## config.mk

```make
export PLATFORM = sky130hd
export DESIGN_NAME = maxima_coord_collector_flat
export DESIGN_NICKNAME = d
export VERILOG_FILES = /design/src/rtl/maxima_coord_collector_if.sv /design/src/rtl/maxima_coord_collector.sv /design/src/flat_wrapper.sv
export SDC_FILE = /design/constraint.sdc
export NUM_CORES = 1
export LEC_CHECK = 0
export ABC_AREA = 1
export ABC_CLOCK_PERIOD_IN_PS = 3100
export CORE_UTILIZATION = 41
export DETAILED_ROUTE_END_ITERATION = 10
export PLACE_DENSITY_LB_ADDON = 0.1
export SETUP_SLACK_MARGIN = 0.1
export SYNTH_ARGS = -nofsm -noshare
export SYNTH_HDL_FRONTEND = slang
export SYNTH_SLANG_ARGS = --single-unit
```

## constraint.sdc

```tcl
create_clock -name clk -period 3.1 [get_ports clk]
set_input_delay 0.62 -clock clk [delete_from_list [all_inputs] [get_ports clk]]
set_output_delay 0.62 -clock clk [all_outputs]
set_load 0.01 [all_outputs]
```

## src/rtl/maxima_coord_collector_if.sv

```systemverilog
`default_nettype none
// ============================================================================
// Module      : maxima_coord_collector_if
// Description : Pixel-result input, FIFO drain handshake and per-frame status
//               bundle for the maxima coordinate collector.
// Revision    : 1.0 - initial release
// ============================================================================
interface maxima_coord_collector_if #(
  parameter int LW = 4
);
  // Pixel result stream from the local-maxima stage
  logic          in_valid;
  logic          in_sof;
  logic          in_flag;
  logic [7:0]    in_pixel;

  // Coordinate FIFO head, drained by the host
  logic          out_valid;
  logic          out_ready;
  logic [7:0]    out_row;
  logic [7:0]    out_col;
  logic [7:0]    out_pixel;

  // Frame status
  logic          frame_done;
  logic [7:0]    max_count;
  logic          overflow;
  logic [LW-1:0] fifo_level;

  // Producer/host side: drives the pixel stream and the drain ready
  modport master (
    output in_valid, in_sof, in_flag, in_pixel, out_ready,
    input  out_valid, out_row, out_col, out_pixel,
    input  frame_done, max_count, overflow, fifo_level
  );

  // Collector side
  modport slave (
    input  in_valid, in_sof, in_flag, in_pixel, out_ready,
    output out_valid, out_row, out_col, out_pixel,
    output frame_done, max_count, overflow, fifo_level
  );
endinterface
`default_nettype wire

```

## src/rtl/maxima_coord_collector.sv

```systemverilog
`default_nettype none
// ============================================================================
// Module      : maxima_coord_collector
// Description : Tracks raster position of a local-maximum flag stream, queues
//               (row, col, pixel) of every flagged pixel in a small FIFO for
//               the host, and reports per-frame count, frame-done pulse and a
//               sticky overflow flag.
// Revision    : 1.0 - initial release
// ============================================================================
module maxima_coord_collector #(
  parameter int WIDTH  = 6,
  parameter int HEIGHT = 6,
  parameter int DEPTH  = 8,
  parameter int LW     = $clog2(DEPTH) + 1
) (
  input  wire logic               clk,
  input  wire logic               rst,
  maxima_coord_collector_if.slave bus
);

  localparam int              c_AW   = $clog2(DEPTH);
  localparam logic [7:0]      c_W    = 8'(WIDTH);
  localparam logic [7:0]      c_H    = 8'(HEIGHT);
  localparam logic [LW-1:0]   c_FULL = LW'(DEPTH);
  localparam logic [7:0]      c_SAT  = 8'hFF;

  // --------------------------------------------------------------------------
  // Registered state
  // --------------------------------------------------------------------------
  logic [7:0]      r_row;
  logic [7:0]      r_col;
  logic [7:0]      r_run;
  logic [7:0]      r_max_count;
  logic            r_frame_done;
  logic            r_overflow;
  logic [c_AW-1:0] r_wr_ptr;
  logic [c_AW-1:0] r_rd_ptr;
  logic [LW-1:0]   r_level;
  logic [23:0]     r_mem [DEPTH];

  // --------------------------------------------------------------------------
  // Combinational helpers
  // --------------------------------------------------------------------------
  logic [7:0]  w_cur_row;
  logic [7:0]  w_cur_col;
  logic        w_col_end;
  logic        w_last;
  logic [7:0]  w_nxt_row;
  logic [7:0]  w_nxt_col;
  logic [7:0]  w_run_base;
  logic [7:0]  w_run_inc;
  logic        w_full;
  logic        w_empty;
  logic        w_pop;
  logic        w_flagged;
  logic        w_push;
  logic        w_drop;
  logic [23:0] w_head;

  // A start-of-frame pixel is always (1,1), regardless of where we thought we were
  assign w_cur_row = bus.in_sof ? 8'd1 : r_row;
  assign w_cur_col = bus.in_sof ? 8'd1 : r_col;
  assign w_col_end = (w_cur_col == c_W);
  assign w_last    = w_col_end && (w_cur_row == c_H);

  // Raster advance from the current pixel, wrapping at row and frame end
  always_comb begin
    w_nxt_row = w_cur_row;
    w_nxt_col = w_cur_col + 8'd1;
    if (w_col_end) begin
      w_nxt_col = 8'd1;
      w_nxt_row = (w_cur_row == c_H) ? 8'd1 : (w_cur_row + 8'd1);
    end
  end

  // An SOF pixel restarts the count (abandons any partial frame); it still
  // counts itself if flagged
  assign w_run_base = bus.in_sof ? 8'd0 : r_run;
  assign w_run_inc  = (bus.in_flag && (w_run_base != c_SAT)) ?
                      (w_run_base + 8'd1) : w_run_base;

  // FIFO handshake; a pop on the same edge frees a slot for a push when full
  assign w_full    = (r_level == c_FULL);
  assign w_empty   = (r_level == '0);
  assign w_pop     = !w_empty && bus.out_ready;
  assign w_flagged = bus.in_valid && bus.in_flag;
  assign w_push    = w_flagged && (!w_full || w_pop);
  assign w_drop    = w_flagged && w_full && !w_pop;

  // Head entry is read straight from storage; zeroed while the FIFO is empty
  assign w_head        = r_mem[r_rd_ptr];
  assign bus.out_valid = !w_empty;
  assign bus.out_row   = w_empty ? 8'd0 : w_head[23:16];
  assign bus.out_col   = w_empty ? 8'd0 : w_head[15:8];
  assign bus.out_pixel = w_empty ? 8'd0 : w_head[7:0];

  assign bus.frame_done = r_frame_done;
  assign bus.max_count  = r_max_count;
  assign bus.overflow   = r_overflow;
  assign bus.fifo_level = r_level;

  // Raster position counters, advancing only on accepted pixels
  always_ff @(posedge clk) begin
    if (!rst) begin
      r_row <= 8'd1;
      r_col <= 8'd1;
    end else if (bus.in_valid) begin
      r_row <= w_nxt_row;
      r_col <= w_nxt_col;
    end
  end

  // Running maxima count, end-of-frame capture and one-cycle done pulse
  always_ff @(posedge clk) begin
    if (!rst) begin
      r_run        <= 8'd0;
      r_max_count  <= 8'd0;
      r_frame_done <= 1'b0;
    end else begin
      r_frame_done <= 1'b0;
      if (bus.in_valid) begin
        if (w_last) begin
          r_max_count  <= w_run_inc;
          r_run        <= 8'd0;
          r_frame_done <= 1'b1;
        end else begin
          r_run <= w_run_inc;
        end
      end
    end
  end

  // FIFO pointers, occupancy and sticky overflow
  always_ff @(posedge clk) begin
    if (!rst) begin
      r_wr_ptr   <= '0;
      r_rd_ptr   <= '0;
      r_level    <= '0;
      r_overflow <= 1'b0;
    end else begin
      if (w_push) r_wr_ptr <= r_wr_ptr + c_AW'(1);
      if (w_pop)  r_rd_ptr <= r_rd_ptr + c_AW'(1);
      case ({w_push, w_pop})
        2'b10:   r_level <= r_level + LW'(1);
        2'b01:   r_level <= r_level - LW'(1);
        default: r_level <= r_level;
      endcase
      if (w_drop) r_overflow <= 1'b1;
    end
  end

  // FIFO storage; contents need no reset since the pointers define validity
  always_ff @(posedge clk) begin
    if (w_push) r_mem[r_wr_ptr] <= {w_cur_row, w_cur_col, bus.in_pixel};
  end

endmodule
`default_nettype wire

```

## src/flat_wrapper.sv

```systemverilog
// flat-port wrapper written by rule: the top's interface ports become plain ports
module maxima_coord_collector_flat 
#(
  parameter int WIDTH  = 6,
  parameter int HEIGHT = 6,
  parameter int DEPTH  = 8,
  parameter int LW     = $clog2(DEPTH) + 1
)
  (clk, rst, bus_in_valid, bus_in_sof, bus_in_flag, bus_in_pixel, bus_out_ready, bus_out_valid, bus_out_row, bus_out_col, bus_out_pixel, bus_frame_done, bus_max_count, bus_overflow, bus_fifo_level);
  maxima_coord_collector_if #(.LW(LW)) bus_i ();
  input  wire logic clk;
  input  wire logic rst;
  input wire logic [$bits(bus_i.in_valid)-1:0] bus_in_valid;
  input wire logic [$bits(bus_i.in_sof)-1:0] bus_in_sof;
  input wire logic [$bits(bus_i.in_flag)-1:0] bus_in_flag;
  input wire logic [$bits(bus_i.in_pixel)-1:0] bus_in_pixel;
  input wire logic [$bits(bus_i.out_ready)-1:0] bus_out_ready;
  output wire logic [$bits(bus_i.out_valid)-1:0] bus_out_valid;
  output wire logic [$bits(bus_i.out_row)-1:0] bus_out_row;
  output wire logic [$bits(bus_i.out_col)-1:0] bus_out_col;
  output wire logic [$bits(bus_i.out_pixel)-1:0] bus_out_pixel;
  output wire logic [$bits(bus_i.frame_done)-1:0] bus_frame_done;
  output wire logic [$bits(bus_i.max_count)-1:0] bus_max_count;
  output wire logic [$bits(bus_i.overflow)-1:0] bus_overflow;
  output wire logic [$bits(bus_i.fifo_level)-1:0] bus_fifo_level;
  assign bus_i.in_valid = bus_in_valid;
  assign bus_i.in_sof = bus_in_sof;
  assign bus_i.in_flag = bus_in_flag;
  assign bus_i.in_pixel = bus_in_pixel;
  assign bus_i.out_ready = bus_out_ready;
  assign bus_out_valid = bus_i.out_valid;
  assign bus_out_row = bus_i.out_row;
  assign bus_out_col = bus_i.out_col;
  assign bus_out_pixel = bus_i.out_pixel;
  assign bus_frame_done = bus_i.frame_done;
  assign bus_max_count = bus_i.max_count;
  assign bus_overflow = bus_i.overflow;
  assign bus_fifo_level = bus_i.fifo_level;
  maxima_coord_collector #(.WIDTH(WIDTH), .HEIGHT(HEIGHT), .DEPTH(DEPTH), .LW(LW)) u_core (.clk(clk), .rst(rst), .bus(bus_i));
endmodule
```

==> results.txt, run 1 <==
Status: completed
Die Span Y: 159.2 um
Crit path launch type: flop
Io pins: 53
Mapped Cells: 963
Routed Antenna Nets: 0
Fin. Hold Viols: 0
Initial antenna violation count: 0
FP Rows: 57
IO Port Bufs: 52
CTS Buf Count: 27
Root Buffer: clkbuf_16
Grt total ovfl: 0
Global-route wire length before repair: 37560 um
Largest net degree at the start of global routing: 32
Diodes inserted: 0
Vias in the first global route: 6803
Worst path max stage delay: 560 ps
CTS tree: built
Hold crit path type: reg2reg
FF+latch count, synth: 239
Die Area: 0.02535 mm^2
H-tree Lvls: 1
Via/cell ratio: 5.160
Critical Path RT: 2480 ps
Die extent in x: 159.2 um
Max_slew headroom: 0.6455
CP Capture Type: output port
Area share of the largest cell type after synthesis: 0.5689
Unrepaired setup endpoints after global routing: yes
Nets: 1066
CP max stage cell: clkdlybuf4s50_1
Syn Area/Cell: 10.52 um^2
Drt first pass iters: 5
Worst-margin pin slew: 529.7 ps
Largest cells by area after synthesis: edfxtp_1, dfxtp_1, nor2_1
Post-synth EDFFs: 192
Syn_nets: 985
Post-Place Worst Slack: 351.8 ps
Post-route setup slack: 168.5 ps
Clk_skew: 8.227 ps
P per Cell Area: 731.8 mW/mm^2
Count leader, synth: nor2_1
Area Overhead vs Synth: 22.44%
Final setup vio count: 0
FFs w/ async S/R, synth: 0
GR Util met2: 0.3278
Post-route setup TNS: 0 ps
Hpwl dp: 14300 um
Routed vias: 7167
Cell Chain, Critical Path: inv_8 -> buf_12 -> nor2_1 -> o22ai_1 -> o21ai_0 -> a31oi_1 -> clkdlybuf4s50_1
Netlist cell types: 38
Synthesized cell area: 0.01013 mm^2
Seq/Total Area, Yosys: 0.6617
Total core area: 0.02425 mm^2
Most frequent cells after synthesis: nor2_1, edfxtp_1, o21ai_0
Area leader, netlist: edfxtp_1
Routability congestion estimate: 0.8113
Final slew viol count: 0
Share of layout cells above drive strength 1: 0.1324
Crit share post-route: 0.9457
Initial DRC Count: 421
Final worst path period need: 2932 ps
R2R Setup Slk: 1240 ps
Clk sinks: 239
Worst Path Max Fanout: 30
Drc violations: 0
Worst skew pair latency: 540 ps
Gr busiest metal: met2
GR met1 Demand/Resource: 0.2527
Final core occ: 0.5118
Avg WL per Cell: 17.31 um
Worst-path clk slew: 60 ps
Maximum VDD drop: 0.0004542 V
Routing usage on met3: 0.02813
CTS Hold Bufs: 0
Crit path DAT: 2310 ps
FMAX: 0.3411 GHz
Synth Flop Type: edfxtp_1
Critical path class: reg2out
Drt total wl: 24040 um
Max clock buf depth: 3
Ys Warns: 0
Pleak: 4.606 nW
GRT Total Usage: 0.1903
Max Cap Viol: 0
Initial core utilization: 0.4180
-- layout make-up --
| type | instances | area [um^2] |
|---|---|---|
| fillers | 2196 | 11840 |
| multi-input cells | 613 | 3002 |
| flip-flops and latches | 239 | 6711 |
| clock buffers | 34 | 732.0 |
| inverters | 62 | 251.5 |
| well taps | 324 | 405.4 |
| clock inverters | 16 | 250.2 |
| repair buffers | 101 | 1057 |
-- cells by family after synthesis --
logic type	Yosys count	share of synthesized area
flops	239	0.6617
fa+ha+maj	8	0.009877
buf+inv	111	0.04531
xor+xnor	7	0.006050
simple gates	366	0.1542
compound gates	232	0.1228
-- critical path, delay by kind of cell (launching register included) --
kind | cells | cell delay, ps
flip-flops | 1 | 400
AND/OR/NAND/NOR | 1 | 70
buffers and inverters | 3 | 880
AO/OA/AOI/OAI | 3 | 410
-- registers in the layout (all words and copies together) (netlist names), named ones only --
name                   count
u_core.bus.fifo_level      4
u_core.bus.frame_done      1
u_core.bus.max_count       8
u_core.bus.overflow        1
u_core.r_col               8
u_core.r_mem             192
u_core.r_rd_ptr            3
u_core.r_row               8
u_core.r_run               8
u_core.r_wr_ptr            3
-- layout by cell type (no fill, tap or decap), drive strengths merged --
cell	Yosys	routed
a211o	1	1
o21ai	141	141
clkinvlp	0	2
nand4	5	5
dlygate4sd2	0	12
a211oi	1	1
o22ai	26	26
o211ai	3	3
dfxtp	47	47
nand3	30	30
clkbuf	33	34
clkdlybuf4s50	0	35
bufinv	0	6
clkinv	3	11
ha	8	8
edfxtp	192	192
nor2	209	209
a21oi	33	33
o21a	2	2
nor3b	2	2
xor2	5	5
nand2	115	115
or2	1	1
a31oi	24	24
inv	59	59
o21bai	1	1
dlymetal6s2s	0	5
buf	16	48
bufbuf	0	1
nor3	4	4
xnor2	2	2
-- per-layer routing --
metal  routed length (um)  part of all wire
met1                10650              0.44
met2                11730              0.49
met3                 1224             0.051
met4                  437             0.018
met5                    0                 0
-- report_power, final --
| group | internal (mW) | leakage, nW | switching (mW) | total (mW) |
|---|---|---|---|---|
| logic | 0.859 | 1.97 | 1.18 | 2.04 |
| registers | 3.52 | 2.16 | 0.0665 | 3.59 |
| clock network | 2.18 | 0.483 | 1.27 | 3.45 |
| total | 6.56 | 4.61 | 2.52 | 9.08 |
-- repair_timing --
item	in CTS	in global routing
setup endpoints to repair	24	12
gates cloned	1	0
setup buffers	0	2
resized for setup	30	9
pin swaps	0	0
-- per-stage QoR --
stage	std cells	hold slack (ps)	cell area [um^2]	total power, mW
floorplan	963	433.4	10130	4.753
global placement	1336	451.5	11300	5.679
detailed placement	1336	455.4	11300	5.675
CTS	1387	464.0	12370	9.176
global route	1389	489.3	12410	9.515
finish	1389	461.7	12410	9.081
-- final timing paths --
check             cells past startpoint                               to                             startpoint
setup / recovery                      7                   bus_out_row[1]                                   flop
hold / removal                        2  u_core.r_rd_ptr[2]$_SDFFE_PN0N_        u_core.r_rd_ptr[2]$_SDFFE_PN0N_
setup reg to reg                      7     u_core.r_mem[4][9]$_DFFE_PP_  u_core.bus.fifo_level[2]$_SDFFE_PN0P_
hold reg to reg                       2  u_core.r_rd_ptr[2]$_SDFFE_PN0N_        u_core.r_rd_ptr[2]$_SDFFE_PN0N_
Note: power is estimated with default switching activity, not from simulation.
==> run 2: changes to the inputs <==
--- a/config.mk
+++ b/config.mk
@@ -7,9 +7,9 @@
 export LEC_CHECK = 0
 export ABC_AREA = 1
 export ABC_CLOCK_PERIOD_IN_PS = 3100
-export CORE_UTILIZATION = 41
+export CORE_UTILIZATION = 54
 export DETAILED_ROUTE_END_ITERATION = 10
-export PLACE_DENSITY_LB_ADDON = 0.1
+export PLACE_DENSITY = 0.73
 export SETUP_SLACK_MARGIN = 0.1
 export SYNTH_ARGS = -nofsm -noshare
 export SYNTH_HDL_FRONTEND = slang
==> run 2 against run 1 <==
Net effect: core utilization grew 16 points; flip-flop and latch count is the same; hold slack gained 3.3 ps; sequential power is essentially flat; die area shrank 24%; critical path depth is the same; sequential share of layout area grew 1.2 points; the flow now finishes with violations (DRC).
==> results.txt, run 2 (synthesis gave the netlist of run 1 again) <==
CTS Hold Bufs: 0
Routed vias: 7272
CTS tree: built
Global-route wire length before repair: 36450 um
Grt total ovfl: 0
Final slew viol count: 0
Drt first pass iters: 10
Most frequent cells in the layout: edfxtp_1, nor2_1, o21ai_0
Layout fillers: 1334
Max clock buf depth: 3
Initial antenna violation count: 0
P per Cell Area: 708.5 mW/mm^2
Routability congestion estimate: 0.8912
H-tree Lvls: 1
Critical Path RT: 2480 ps
Maximum VDD drop: 0.0004528 V
Routed Antenna Nets: 0
Crit path launch type: flop
Die Span Y: 139.0 um
Drc violations: 2
Status: finished with violations
Pleak: 4.641 nW
Met3 wire len: 1443 um
Hpwl dp: 13010 um
Avg WL per Cell: 17.77 um
Crit path DAT: 2210 ps
IO Port Bufs: 52
Fin. Hold Viols: 0
Setup bufs post-CTS: 0
Final setup vio count: 0
Worst-margin pin slew: 730.3 ps
Biggest register: u_core.r_mem
Share of layout cells above drive strength 1: 0.1192
Crit share post-route: 0.9143
Die extent in x: 139.0 um
Unrepaired setup endpoints after global routing: no
Critical path class: reg2out
Max_slew headroom: 0.5113
Commonest non-fill, non-tap cell in the layout: edfxtp_1
CP delay by family, top: buffers and inverters
FP Rows: 49
FMAX: 0.3528 GHz
Initial DRC Count: 613
Root Buffer: clkbuf_16
Failing checks: DRC
Diodes inserted: 0
Worst skew pair latency: 520 ps
Post-route setup TNS: 0 ps
WL met2: 10970 um
Via/cell ratio: 5.655
Max Cap Viol: 0
Final worst path period need: 2834 ps
Io pins: 53
CTS Buf Count: 25
Final core occ: 0.6693
Worst-path clk slew: 60 ps
Bufs and invs on worst path: 3
CP Capture Type: output port
Hold crit path type: reg2reg
Worst Path Max Fanout: 15
Total core area: 0.01815 mm^2
Area Overhead vs Synth: 19.84%
Number of flip-flops in the largest register: 192
Met1 Routed Length: 9918 um
Initial core utilization: 0.5585
CP max stage cell: dfxtp_4
Die Area: 0.01932 mm^2
Vias in the first global route: 6935
Clk_skew: 15.32 ps
GRT Total Usage: 0.2413
Cell Chain, Critical Path: inv_6 -> buf_4 -> nor2_1 -> o22ai_1 -> o21ai_0 -> a31oi_1 -> dlygate4sd2_1
Max Used Layer: met4
Worst path max stage delay: 400 ps
Clk sinks: 239
Nets: 1060
Largest net degree at the start of global routing: 49
Drt total wl: 22850 um
==> run 2: through the flow <==
stage / total power, mW / hold WS (ps) / instances / instance area, um^2 / setup slack [ps]
final: 8.604 / 465.0 / 1286 / 12150 / 265.8
after global routing: 8.965 / 493.2 / 1286 / 12150 / 153.0
after CTS: 8.634 / 467.8 / 1286 / 12100 / 32.03
after detailed placement: 5.623 / 459.4 / 1236 / 11140 / 247.0
after global placement: 5.604 / 444.4 / 1236 / 11140 / 331.5
after floorplan: 4.753 / 433.4 / 963 / 10130 / 589.2
==> run 2: worst paths after layout <==
| check | endpoint | start | cells past startpoint | slack (ps) |
|---|---|---|---|---|
| worst min-delay path | flop | u_core.r_rd_ptr[2]$_SDFFE_PN0N_ | 2 | 470 |
| worst max-delay path | bus_out_row[3] | flop | 7 | 270 |
| worst max register to register | u_core.r_mem[5][3]$_DFFE_PP_ | u_core.bus.fifo_level[2]$_SDFFE_PN0P_ | 7 | 1220 |
| worst min register to register | flop | u_core.r_rd_ptr[2]$_SDFFE_PN0N_ | 2 | 470 |
==> run 2: per-layer routing <==
metal / global-route usage / vias up
met5: 0 / -
met4: 0.07778 / 0
met3: 0.04144 / 49
met2: 0.4083 / 247
met1: 0.3181 / 3466
li1: - / 3510
==> run 2: layout make-up <==
cell class	instances	area, um^2	share of cell area
clock inverter	7	87.58	0.007211
multi-input combinational	613	2995	0.2466
clock buffer	39	728.2	0.05996
tap	229	286.5	0.02359
sequential	239	6711	0.5526
inverter	62	245.2	0.02019
timing repair buffer	97	1091	0.08983
==> run 2: report_power, final <==
part	switching (mW)	internal [mW]	total [mW]
Clock	1.17	1.78	2.95
Sequential	0.0637	3.52	3.58
Combinational	1.20	0.876	2.07
==> run 2: timing repair <==
item / in CTS / in global routing
pin swaps: 0 / 1
setup endpoints to repair: 22 / 13
gates resized for setup: 18 / 20
hold endpoints to repair: 0 / 0
gates cloned: 4 / 0
==> run 2: worst reg2reg max path: stages, from the launching register on <==
cell     delay, ps
dfxtp_1        430
nor2_1          80
nand3_1        140
nand2_1        140
nor2_1         120
inv_1          110
nor2_2         340
buf_4          250
